$ cat config.mk
export PLATFORM = sky130hd
export DESIGN_NAME = raster_sweep_ctrl
export DESIGN_NICKNAME = d
export VERILOG_FILES = /design/src/rtl/raster_sweep_ctrl.sv
export SDC_FILE = /design/constraint.sdc
export NUM_CORES = 1
export LEC_CHECK = 0
export ABC_AREA = 1
export ABC_CLOCK_PERIOD_IN_PS = 3600
export CAP_MARGIN = 25
export CORE_MARGIN = 4
export CORE_UTILIZATION = 55
export DETAILED_ROUTE_END_ITERATION = 8
export GPL_ROUTABILITY_DRIVEN = 0
export PLACE_DENSITY = 0.93
export SLEW_MARGIN = 20
export SYNTH_ARGS = -nofsm -noshare
export SYNTH_HDL_FRONTEND = slang
export SYNTH_SLANG_ARGS = --single-unit
$ cat constraint.sdc
create_clock -name Clock -period 3.6 [get_ports Clock]
set_input_delay 0.36 -clock Clock [delete_from_list [all_inputs] [get_ports Clock]]
set_output_delay 0.36 -clock Clock [all_outputs]
set_load 0.1 [all_outputs]
$ cat src/rtl/raster_sweep_ctrl.sv
// Pixel-sweep controller: walks the whole screen (CLEAR) or a clipped rectangle (FILL), one pixel per cycle.
// All outputs registered, 1-cycle start latency; Stall freezes the current pixel, Abort ends via DONE.
`timescale 1ns/1ps
module raster_sweep_ctrl #(
  parameter int XW       = 9,
  parameter int YW       = 8,
  parameter int CW       = 3,
  parameter int SCREEN_W = 160,
  parameter int SCREEN_H = 120
) (
  input  logic          Clock,
  input  logic          Reset,
  input  logic          Start,
  input  logic          Mode,
  input  logic [XW-1:0] X0,
  input  logic [YW-1:0] Y0,
  input  logic [XW-1:0] W,
  input  logic [YW-1:0] H,
  input  logic [CW-1:0] Color,
  input  logic [CW-1:0] BgColor,
  input  logic          Abort,
  input  logic          Stall,
  output logic [XW-1:0] X,
  output logic [YW-1:0] Y,
  output logic [CW-1:0] ColorOut,
  output logic          Plot,
  output logic          Busy,
  output logic          Done
);

  typedef enum logic [1:0] {S_IDLE, S_SWEEP, S_DONE} state_t;

  localparam logic [XW:0]   SCR_W  = (XW+1)'(SCREEN_W);
  localparam logic [YW:0]   SCR_H  = (YW+1)'(SCREEN_H);
  localparam logic [XW-1:0] X_LAST = XW'(SCREEN_W - 1);
  localparam logic [YW-1:0] Y_LAST = YW'(SCREEN_H - 1);

  state_t        state, state_nxt;
  logic [XW-1:0] xs_q, xe_q;
  logic [YW-1:0] ye_q;

  logic [XW:0]   x_end_sum;
  logic [YW:0]   y_end_sum;
  logic [XW-1:0] ld_xs, ld_xe;
  logic [YW-1:0] ld_ys, ld_ye;
  logic [CW-1:0] ld_col;
  logic          fill_empty, req_empty;
  logic          last_x, last_y, accept;

  // One extra bit so X0+W-1 cannot wrap before clipping against the screen edge.
  assign x_end_sum  = {1'b0, X0} + {1'b0, W} - (XW+1)'(1);
  assign y_end_sum  = {1'b0, Y0} + {1'b0, H} - (YW+1)'(1);
  assign fill_empty = (W == '0) || (H == '0) || ({1'b0, X0} >= SCR_W) || ({1'b0, Y0} >= SCR_H);
  assign req_empty  = Mode && fill_empty;

  assign ld_xs  = Mode ? X0 : '0;
  assign ld_ys  = Mode ? Y0 : '0;
  assign ld_xe  = !Mode ? X_LAST : ((x_end_sum >= SCR_W) ? X_LAST : x_end_sum[XW-1:0]);
  assign ld_ye  = !Mode ? Y_LAST : ((y_end_sum >= SCR_H) ? Y_LAST : y_end_sum[YW-1:0]);
  assign ld_col = Mode ? Color : BgColor;

  assign last_x = (X == xe_q);
  assign last_y = (Y == ye_q);
  // Abort wins over acceptance: an aborted pixel never counts as written.
  assign accept = !Stall && !Abort;

  always_ff @(posedge Clock or posedge Reset) begin
    if (Reset) state <= S_IDLE;
    else       state <= state_nxt;
  end

  always_comb begin
    state_nxt = state;
    case (state)
      S_IDLE:  if (Start) state_nxt = req_empty ? S_DONE : S_SWEEP;
      S_SWEEP: if (Abort || (accept && last_x && last_y)) state_nxt = S_DONE;
      S_DONE:  state_nxt = S_IDLE;
      default: state_nxt = S_IDLE;
    endcase
  end

  always_comb begin
    Plot = 1'b0;
    Busy = 1'b0;
    Done = 1'b0;
    case (state)
      S_SWEEP: begin
        Plot = 1'b1;
        Busy = 1'b1;
      end
      S_DONE:  Done = 1'b1;
      default: begin end
    endcase
  end

  // ColorOut doubles as the latched sweep colour.
  always_ff @(posedge Clock or posedge Reset) begin
    if (Reset) begin
      X        <= '0;
      Y        <= '0;
      ColorOut <= '0;
      xs_q     <= '0;
      xe_q     <= '0;
      ye_q     <= '0;
    end else begin
      case (state)
        S_IDLE: if (Start) begin
          X        <= ld_xs;
          Y        <= ld_ys;
          ColorOut <= ld_col;
          xs_q     <= ld_xs;
          xe_q     <= ld_xe;
          ye_q     <= ld_ye;
        end
        S_SWEEP: begin
          if (accept && !last_x) begin
            X <= X + XW'(1);
          end else if (accept && !last_y) begin
            X <= xs_q;
            Y <= Y + YW'(1);
          end
        end
        default: begin end
      endcase
    end
  end

endmodule

==> metrics <==
status=completed; pwr dens=~700 nW/µm²; Hold Crit Class=input pin to async pin; final setup vio count=0; die area=around 9000 µm²; grt total ovfl=0; HPWL Detailed=approximately 8.4 mm; Starting Density=0.570; Mapped Area=4160 µm²; ranking of synthesized cells by area=dfrtp_1, nand2_1, inv_1; maximum fanout along the worst path=6; Total GRT Usage=0.253; sequential-to-total area share from yosys stat=0.289; Hold Fails Final Rpt=0; initial antenna violation count=0; CTS Hold Bufs=0; max cap viols=0; WL final=around 11 mm; Critical Path, Cell by Cell=clkdlybuf4s50_1, inv_1, ha_1, inv_1, ha_1, fa_1, nand3_1, nand2_1, nand2_1, nand3_1, nand2_1, nand2_1, nand2_1, nand3_1, nand2_1, inv_1; Max-Slew Margin vs Limit=0.330; Setup CP Type=input pin to flop; Slowest-stage cell, CP=clkdlybuf4s50_1; cts repair resizes=0; max-slew violations=0; reg-to-reg endpoint=xe_q[5]; final core utilization=0.681; CP arrival=roughly 2.9 ns; core area=~7300 µm²; Placed Cells=between 700 and 800; Antenna Diode Count=0; Leak=2.58 nW; DRC viols=0; Avg WL per Cell=between 10 and 15 µm; CP endpoint kind=flop; R2R setup slack=1.48 ns; DIE WIDTH=94.9 µm; Avg Cell Area, Syn=around 6.7 µm²; ANT nets after route=0; clock skew=slightly above 0.009 ns; Syn Nets=slightly above 700; Longest Clk Path Bufs=2; clock slew at reported path FFs=approximately 0.090 ns; Synth Register Bits=48; H-tree levels=2; slowest stage delay, CP=0.50 ns; post-synthesis async set-or-reset flop share=1.00; slack of the critical path=between 0.9 and 1 ns; Worst Max-Slew Pin Slew=1.00 ns; # rows=31; largest area contributor in the netlist=dfrtp_1; TritonCTS Buffers=5; clk sinks=48; clk root buf=clkbuf_8; register area=about 1200 µm²; post-synthesis cell type count=42; setup slack at placement=0.658 ns; TritonCTS clock tree=yes; Final period util=0.735; Synth Warn #=0; area grow syn2layout=19.5%; postcts setup bufs=0; post-synth top area share=0.289; reg-to-reg startpoint=state[1]; Cell Area, Placed=around 4900 µm²; share of cells above drive strength 1=0.0641; R2R cell count=8; Fmax=around 0.38 GHz; setup TNS=0 ns; main flop type after synthesis=dfrtp_1; CP Launch Type=input pin; via count=4142; IO Port Bufs=68; IO Pins=a little under 70; number of global-route vias before repair=~4000; most common library cells after synthesis=nand2_1, inv_1, nor2_1; fin crit period=~2.6 ns; most repeated library cell on the critical path=nand2_1; Worst VDD drop=between 500 and 600 µV; most frequent cell after synthesis=nand2_1; largest net degree at the start of global routing=49; Layout Cells excl Fill=roughly 800; first-pass GRT wire length=between 15 and 20 mm; router iterations before antenna repair=5; Skew-Pair Late Insertion Delay=slightly above 0.3 ns; Filler cells=roughly 580; RSZ-0062 raised after global routing=false; multi-input logic area=around 2400 µm²; Die Height=~95 µm; Cells after Synth=between 600 and 700; DR vias/cell=between 5 and 6; Worst EP required=3.81 ns; Final nets=767; final instance area=about 5000 µm²; Post-synth EDFFs=0; Iter 0 DRT Violations=251
through the flow:
| stage | hold slack [ns] | power (mW) |
|---|---|---|
| final | 0.499 | 3.45 |
| after global routing | 0.520 | 3.67 |
| after CTS | 0.500 | 3.44 |
| after detailed placement | 0.478 | 3.04 |
| after global placement | 0.470 | 2.97 |
| after floorplan | 0.454 | 2.57 |
report_power, final:
part           internal, mW  leakage, nW  switching, mW
Sequential            0.700        0.567          0.217
Clock                 0.206       0.0541          0.202
Combinational         0.597         1.96           1.53
critical path, delay by kind of cell:
family                   cells  cell delay, ns
adder cells (fa/ha/maj)      3            0.92
buffers and inverters        4            0.66
AND/OR/NAND/NOR              9            0.89
placed cells by master, fill, tap and decap left out, drive strengths merged, types with 5 or more instances in the layout:
cell type,Yosys,layout
ha,34,34
nand4,7,7
or2,6,6
nor4,5,5
xnor2,14,14
clkbuf,4,5
nand2,185,185
nand3,43,43
nor2,67,67
clkdlybuf4s50,0,66
a21oi,21,21
inv,126,125
o21ai,24,24
o22ai,7,7
dfrtp,48,48
xor2,6,6
worst max-delay path by stage:
stage | start | to | slack [ns]
after floorplan | X[0] | X[8] | 1.37
after global placement | X0[1] | xe_q[0] | 0.79
after detailed placement | X0[1] | xe_q[2] | 0.66
after CTS | X0[1] | xe_q[2] | 0.96
after global routing | X0[1] | xe_q[2] | 0.81
final | X0[1] | xe_q[2] | 0.95
layout make-up:
| type | instances | area share |
|---|---|---|
| sequential | 48 | 0.242 |
| timing repair buffer | 69 | 0.137 |
| clock buffer | 5 | 0.0139 |
| multi-input combinational | 434 | 0.477 |
| clock inverter | 3 | 0.00856 |
| tap | 99 | 0.0249 |
| inverter | 127 | 0.0964 |
routing by layer:
| layer | vias up | track usage | routed length, µm |
|---|---|---|---|
| met5 | - | 0 | 0 |
| met4 | 0 | 0.0901 | 314 |
| met3 | 29 | 0.0382 | 678 |
| met2 | 185 | 0.442 | 5150 |
| met1 | 1881 | 0.315 | 4510 |
| li1 | 2047 | - | - |
state kept, by name, indices dropped and copies added (netlist names):
name / flops
Y: 8
X: 9
ye_q: 8
xe_q: 9
ColorOut: 3
state: 2
xs_q: 9
logic make-up (layout without fill, tap and decap cells):
kind of cell	Yosys count	after routing	synth area share
AO/OA/AOI/OAI	58	58	0.0801
flip-flops	48	48	0.289
buffers and inverters	141	204	0.141
adder cells (fa/ha/maj)	36	36	0.112
XOR/XNOR	20	20	0.0421
AND/OR/NAND/NOR	320	320	0.336
No activity file was read; power rests on OpenSTA's default activity.
